==> config.mk <==
export PLATFORM = sky130hd
export DESIGN_NAME = sd_block_server
export DESIGN_NICKNAME = d
export VERILOG_FILES = /design/src/rtl/sd_block_server.sv
export SDC_FILE = /design/constraint.sdc
export NUM_CORES = 1
export LEC_CHECK = 0
export CAP_MARGIN = 40
export CORE_UTILIZATION = 53
export CTS_BUF_LIST = sky130_fd_sc_hd__clkbuf_8
export DETAILED_ROUTE_END_ITERATION = 10
export PLACE_DENSITY = 0.95
export SLEW_MARGIN = 15
export SYNTH_ARGS = -nofsm -noshare
export SYNTH_HDL_FRONTEND = slang
export SYNTH_SLANG_ARGS = --single-unit
export TNS_END_PERCENT = 100
==> constraint.sdc <==
create_clock -name clk -period 3.2 [get_ports clk]
set_input_delay 0.96 -clock clk [delete_from_list [all_inputs] [get_ports clk]]
set_output_delay 0.96 -clock clk [all_outputs]
set_load 0.05 [all_outputs]
==> src/rtl/sd_block_server.sv <==
// sd_block_server: responder end of the MiST SD block interface.
// Serves one 512-byte block per request out of a byte-wide backing image
// memory, standing in for the IO controller. Requests whose block address
// is at or past the end of the image complete with zero data (reads) or
// discarded data (writes) and an err pulse as sd_ack falls.
//
// Handshakes:
//   sd_rd/sd_wr are request levels. A level seen in IDLE is accepted; levels
//   seen in any other state are ignored. The initiator holds its level until
//   it sees sd_ack, and may raise the next one in the cycle after sd_ack falls.
//   mem_req is held with a stable mem_addr/mem_we/mem_wdata until the clock
//   edge at which mem_ready=1 is sampled; mem_rdata is taken in that cycle.
//   A reset drops mem_req without waiting for mem_ready.
//
// dbg_state exposes the FSM: 0 IDLE, 1 DELAY, 2 RD_REQ, 3 RD_PUT,
// 4 WR_ADDR, 5 WR_LAT, 6 WR_REQ, 7 FINISH.

module sd_block_server #(
    parameter int LBA_BITS  = 14,
    parameter int ACK_DELAY = 4
) (
    input  logic                clk,
    input  logic                reset,
    input  logic [31:0]         sd_lba,
    input  logic                sd_rd,
    input  logic                sd_wr,
    output logic                sd_ack,
    output logic [8:0]          sd_buff_addr,
    output logic [7:0]          sd_buff_dout,
    output logic                sd_buff_wr,
    input  logic [7:0]          sd_buff_din,
    input  logic [31:0]         img_blocks,
    output logic [LBA_BITS+8:0] mem_addr,
    output logic                mem_req,
    output logic                mem_we,
    output logic [7:0]          mem_wdata,
    input  logic [7:0]          mem_rdata,
    input  logic                mem_ready,
    output logic                busy,
    output logic                err,
    output logic [2:0]          dbg_state
);

    typedef enum logic [2:0] {
        S_IDLE    = 3'd0,
        S_DELAY   = 3'd1,
        S_RD_REQ  = 3'd2,
        S_RD_PUT  = 3'd3,
        S_WR_ADDR = 3'd4,
        S_WR_LAT  = 3'd5,
        S_WR_REQ  = 3'd6,
        S_FINISH  = 3'd7
    } state_t;

    // Delay counter only needs to hold ACK_DELAY-1.
    localparam int DW = (ACK_DELAY > 1) ? $clog2(ACK_DELAY) : 1;

    state_t                r_state;
    logic [DW-1:0]         r_delay;
    logic [9:0]            r_byte;
    logic [LBA_BITS-1:0]   r_lba;
    logic                  r_is_wr;
    logic                  r_oor;

    logic                  r_ack;
    logic [8:0]            r_buff_addr;
    logic [7:0]            r_buff_dout;
    logic                  r_buff_wr;
    logic [LBA_BITS+8:0]   r_mem_addr;
    logic                  r_mem_req;
    logic                  r_mem_we;
    logic [7:0]            r_mem_wdata;
    logic                  r_busy;
    logic                  r_err;

    logic [9:0]            w_byte_next;
    logic                  w_last;
    logic                  w_oor;
    logic                  w_req;

    // Byte sequencing and request decode helpers.
    assign w_byte_next = r_byte + 10'd1;
    assign w_last      = (r_byte == 10'd511);
    assign w_oor       = (sd_lba >= img_blocks);
    assign w_req       = sd_rd | sd_wr;

    // Outputs come straight from registers.
    assign sd_ack       = r_ack;
    assign sd_buff_addr = r_buff_addr;
    assign sd_buff_dout = r_buff_dout;
    assign sd_buff_wr   = r_buff_wr;
    assign mem_addr     = r_mem_addr;
    assign mem_req      = r_mem_req;
    assign mem_we       = r_mem_we;
    assign mem_wdata    = r_mem_wdata;
    assign busy         = r_busy;
    assign err          = r_err;
    assign dbg_state    = r_state;

    // Block FSM: accept, controller latency, per-byte read/write loops, finish.
    always_ff @(posedge clk) begin
        if (reset) begin
            r_state     <= S_IDLE;
            r_delay     <= '0;
            r_byte      <= '0;
            r_lba       <= '0;
            r_is_wr     <= 1'b0;
            r_oor       <= 1'b0;
            r_ack       <= 1'b0;
            r_buff_addr <= '0;
            r_buff_dout <= '0;
            r_buff_wr   <= 1'b0;
            r_mem_addr  <= '0;
            r_mem_req   <= 1'b0;
            r_mem_we    <= 1'b0;
            r_mem_wdata <= '0;
            r_busy      <= 1'b0;
            r_err       <= 1'b0;
        end else begin
            case (r_state)
                S_IDLE: begin
                    // Read wins when both levels are up; the address is
                    // only looked at here.
                    if (w_req) begin
                        r_lba   <= sd_lba[LBA_BITS-1:0];
                        r_is_wr <= ~sd_rd;
                        r_oor   <= w_oor;
                        r_busy  <= 1'b1;
                        r_delay <= DW'(ACK_DELAY - 1);
                        r_state <= S_DELAY;
                    end
                end

                S_DELAY: begin
                    if (r_delay == '0) begin
                        r_ack  <= 1'b1;
                        r_byte <= '0;
                        if (r_is_wr) begin
                            // Present byte 0 to the initiator buffer now so
                            // its read data is ready two clocks later.
                            r_buff_addr <= 9'd0;
                            r_state     <= S_WR_ADDR;
                        end else begin
                            if (!r_oor) begin
                                r_mem_req  <= 1'b1;
                                r_mem_we   <= 1'b0;
                                r_mem_addr <= {r_lba, 9'd0};
                            end
                            r_state <= S_RD_REQ;
                        end
                    end else begin
                        r_delay <= r_delay - 1'b1;
                    end
                end

                S_RD_REQ: begin
                    // Out-of-range blocks never touch memory and read as zero.
                    if (r_oor || mem_ready) begin
                        r_mem_req   <= 1'b0;
                        r_buff_addr <= r_byte[8:0];
                        r_buff_dout <= r_oor ? 8'h00 : mem_rdata;
                        r_buff_wr   <= 1'b1;
                        r_state     <= S_RD_PUT;
                    end
                end

                S_RD_PUT: begin
                    r_buff_wr <= 1'b0;
                    if (w_last) begin
                        r_ack   <= 1'b0;
                        r_busy  <= 1'b0;
                        r_err   <= r_oor;
                        r_state <= S_FINISH;
                    end else begin
                        r_byte <= w_byte_next;
                        if (!r_oor) begin
                            r_mem_req  <= 1'b1;
                            r_mem_we   <= 1'b0;
                            r_mem_addr <= {r_lba, w_byte_next[8:0]};
                        end
                        r_state <= S_RD_REQ;
                    end
                end

                S_WR_ADDR: begin
                    // sd_buff_addr already holds this byte's index.
                    r_state <= S_WR_LAT;
                end

                S_WR_LAT: begin
                    // Initiator buffer is registered: din for the current
                    // address is valid at the end of this clock.
                    if (!r_oor) begin
                        r_mem_req   <= 1'b1;
                        r_mem_we    <= 1'b1;
                        r_mem_wdata <= sd_buff_din;
                        r_mem_addr  <= {r_lba, r_byte[8:0]};
                    end
                    r_state <= S_WR_REQ;
                end

                S_WR_REQ: begin
                    if (r_oor || mem_ready) begin
                        r_mem_req <= 1'b0;
                        r_mem_we  <= 1'b0;
                        if (w_last) begin
                            r_ack   <= 1'b0;
                            r_busy  <= 1'b0;
                            r_err   <= r_oor;
                            r_state <= S_FINISH;
                        end else begin
                            r_byte      <= w_byte_next;
                            r_buff_addr <= w_byte_next[8:0];
                            r_state     <= S_WR_ADDR;
                        end
                    end
                end

                S_FINISH: begin
                    // One clock with sd_ack low before a new level is taken.
                    r_err   <= 1'b0;
                    r_state <= S_IDLE;
                end

                default: begin
                    r_state <= S_IDLE;
                end
            endcase
        end
    end

endmodule

==> out/qor.yml <==
flow_run:
  drv_cap: 0
routing:
  finalWirelength_um: 13400
  ant_nets: 0
  drt-pass1-iter-count: 5
  viasPerCell: 5.80
  wire_per_inst_um: 16.1
  drc: 0
  detail_route.iter0.violations: 348
  vias: 4818
sta:
  maxSlewViolCount: 0
  rsz0062_at_grt: "false"
  hold_viol_final: 0
  clock_skew_ps: 6.64
  whs_ps: 457
  worst_pin_slew_ps: 798
  relSlewSlack: 0.467
  fin_crit_ps: 2780
  min_period_over_period: 0.867
  final.setup.tns_ps: 0
  setup_violations: 0
  fmax_ghz: 0.360
  fin_ws_ps: 425
global_route:
  grt_pass1_wl_um: 22100
  first_global_vias: 5061
  grt_max_degree: 38
  grt_use_total: 0.287
  antenna_found_initial: 0
  grt_overflow_total: 0
finish:
  final_common_cell: "clkdlybuf4s50_1"
  area_growth_pct: 33.2
  diodes: 0
  drive_gt1_frac: 0.0596
  fin_nets: 837
  final_area_um2: 6390
  num-fill-cells: 622
  final_cell_mix: "clkdlybuf4s50_1, nand2_1, dfxtp_1"
pwr:
  clockPowerShare: 0.210
  ir_drop_uv: 347
  power.total_w: 0.00370
  p_per_area_nw_per_um2: 580
  leakage_nw: 2.50
  p_int_w: 0.00213
  seqPwrFrac: 0.352
  swShare: 0.423
  p_switching_w: 0.00157
  pwr-share-comb: 0.438
clock_tree:
  cts-root-buf: "clkbuf_8"
  cts_made_buffers: 9
  cts_setup_buffers: 0
  clk_path_buf_depth: 2
  cts_max_level: 3
  cts-hold-fix-buffers: 0
  cts_tree: "yes"
  path_clk_slew_ps: 90
  cts_resized: 0
  clock_sinks: 85
  clk_latency_ps: 370
yosys:
  synth_nets: 713
  yosysTopAreaCellShare: 0.355
  netlist_instances: 594
  synth_top_area_cell: "dfxtp_1"
  yosys_register_bits: 85
  ys_seq_area_frac: 0.355
  synthArstFlopShare: 0
  yosys_warnings: 0
  synth_flop_cell: "dfxtp_1"
  netlist_top_cells_area: "dfxtp_1, ha_1, nand2_1, a21oi_1, inv_1"
  synth_cell_types: 60
  synth_edf_count: 0
  avgSynthCellArea_um2: 8.07
  syn_area_um2: 4800
floorplan:
  pin_count: 142
  row_count: 34
  die_y_um: 97.1
  initial_core_util: 0.550
  die_w_um: 97.1
  core-area_um2: 8720
  dieArea_um2: 9430
critical_path:
  worstPathArrival_ps: 1820
  crit_type: "register to output port"
  crit_path_end: "dbg_state[2]"
  r2r_slack_ps: 610
  ff2ff_path_depth: 7
  startpoint_type: "register"
  endpoint_kind: "output port"
  r2r_start: "r_byte[0]$_SDFFE_PP0P_"
  required_ps: 2240
  r2r-end: "mem_addr[16]$_SDFFE_PP0P_"
  cp_max_fo: 18
  crit_start: "dbg_state[2]$_SDFFE_PP0P_"
outcome:
  status: "finished clean"
hold_path:
  hold_path.class: "register to register"
placed_design:
  gp_congestion: 0.873
  numPortBuffers: 141
  placed_area_um2: 6190
  place_worst_setup_slack_ps: 41.7
  dpl.hpwl_um: 10100
==> Yosys cell counts, types with 12 or more instances <==
library cell	n
inv_1	39
nand3_1	24
nor2_1	23
clkbuf_1	15
dfxtp_1	85
mux2i_1	13
o21ai_0	15
nand2b_1	19
buf_4	12
nand2_1	113
ha_1	34
a21oi_1	65
==> sequential cells by signal, indices dropped and copies added, names as in the netlist, 2 cells and up <==
name / flops
mem_addr: 23
sd_buff_dout: 8
r_lba: 14
dbg_state: 3
sd_buff_addr: 9
r_byte: 10
r_delay: 2
mem_wdata: 8
==> worst max-delay path, stage by stage, from the launching register on <==
cell	delay, ps
dfxtp_1	850
buf_4	360
buf_4	240
==> power by group through the flow <==
stage	sequential [W]	combinational [W]	clock [W]
2_1_floorplan	0.00153	0.000938	0
3_3_place_gp	0.00132	0.00155	0
3_5_place_dp	0.00132	0.00159	0
4_1_cts	0.00130	0.00161	0.000780
5_1_grt	0.00132	0.00174	0.000818
6_report	0.00130	0.00162	0.000777
==> kinds of logic (layout without fill, tap and decap cells) <==
| group | count (synthesis) | after routing | share of synthesized area |
|---|---|---|---|
| adder cells (fa/ha/maj) | 34 | 34 | 0.0887 |
| flip-flops | 85 | 85 | 0.355 |
| multiplexers | 14 | 14 | 0.0295 |
| buffers and inverters | 78 | 206 | 0.0770 |
| AND/OR/NAND/NOR | 229 | 229 | 0.238 |
| XOR/XNOR | 11 | 11 | 0.0201 |
| AO/OA/AOI/OAI | 143 | 143 | 0.192 |
==> per-stage QoR <==
step | cells | util
detailed placement | 815 | 0.710
CTS | 830 | 0.733
floorplan | 594 | -
global placement | 815 | 0.710
finish | 830 | 0.733
global route | 830 | 0.733
==> final cells by class <==
| class | count | area, um2 | share of cell area |
|---|---|---|---|
| timing repair buffer | 151 | 1480 | 0.231 |
| tap | 108 | 135 | 0.0212 |
| clock inverter | 6 | 73.8 | 0.0116 |
| multi-input combinational | 431 | 2730 | 0.427 |
| sequential | 85 | 1700 | 0.266 |
| inverter | 40 | 150 | 0.0235 |
| clock buffer | 9 | 124 | 0.0194 |
==> metal layers <==
| metal | GRT usage | wire length (um) | vias to the layer above |
|---|---|---|---|
| li1 | - | - | 2305 |
| met1 | 0.299 | 5070 | 2257 |
| met2 | 0.523 | 6840 | 207 |
| met3 | 0.0705 | 950 | 49 |
| met4 | 0.161 | 508 | 0 |
| met5 | 0 | 0 | - |
==> worst min-delay path by stage <==
stage	startpoint	endpoint	slack, ps	depth (start not counted)
after floorplan	r_lba[1]$_SDFFE_PP0P_	mem_addr[10]$_SDFFE_PP0P_	430	2
after global placement	r_lba[12]$_SDFFE_PP0P_	mem_addr[21]$_SDFFE_PP0P_	440	2
after detailed placement	r_lba[8]$_SDFFE_PP0P_	mem_addr[17]$_SDFFE_PP0P_	450	2
after CTS	r_lba[8]$_SDFFE_PP0P_	mem_addr[17]$_SDFFE_PP0P_	460	2
after global routing	r_lba[8]$_SDFFE_PP0P_	mem_addr[17]$_SDFFE_PP0P_	470	2
final	r_lba[8]$_SDFFE_PP0P_	mem_addr[17]$_SDFFE_PP0P_	460	2
Power figures use the tool's default switching activity.
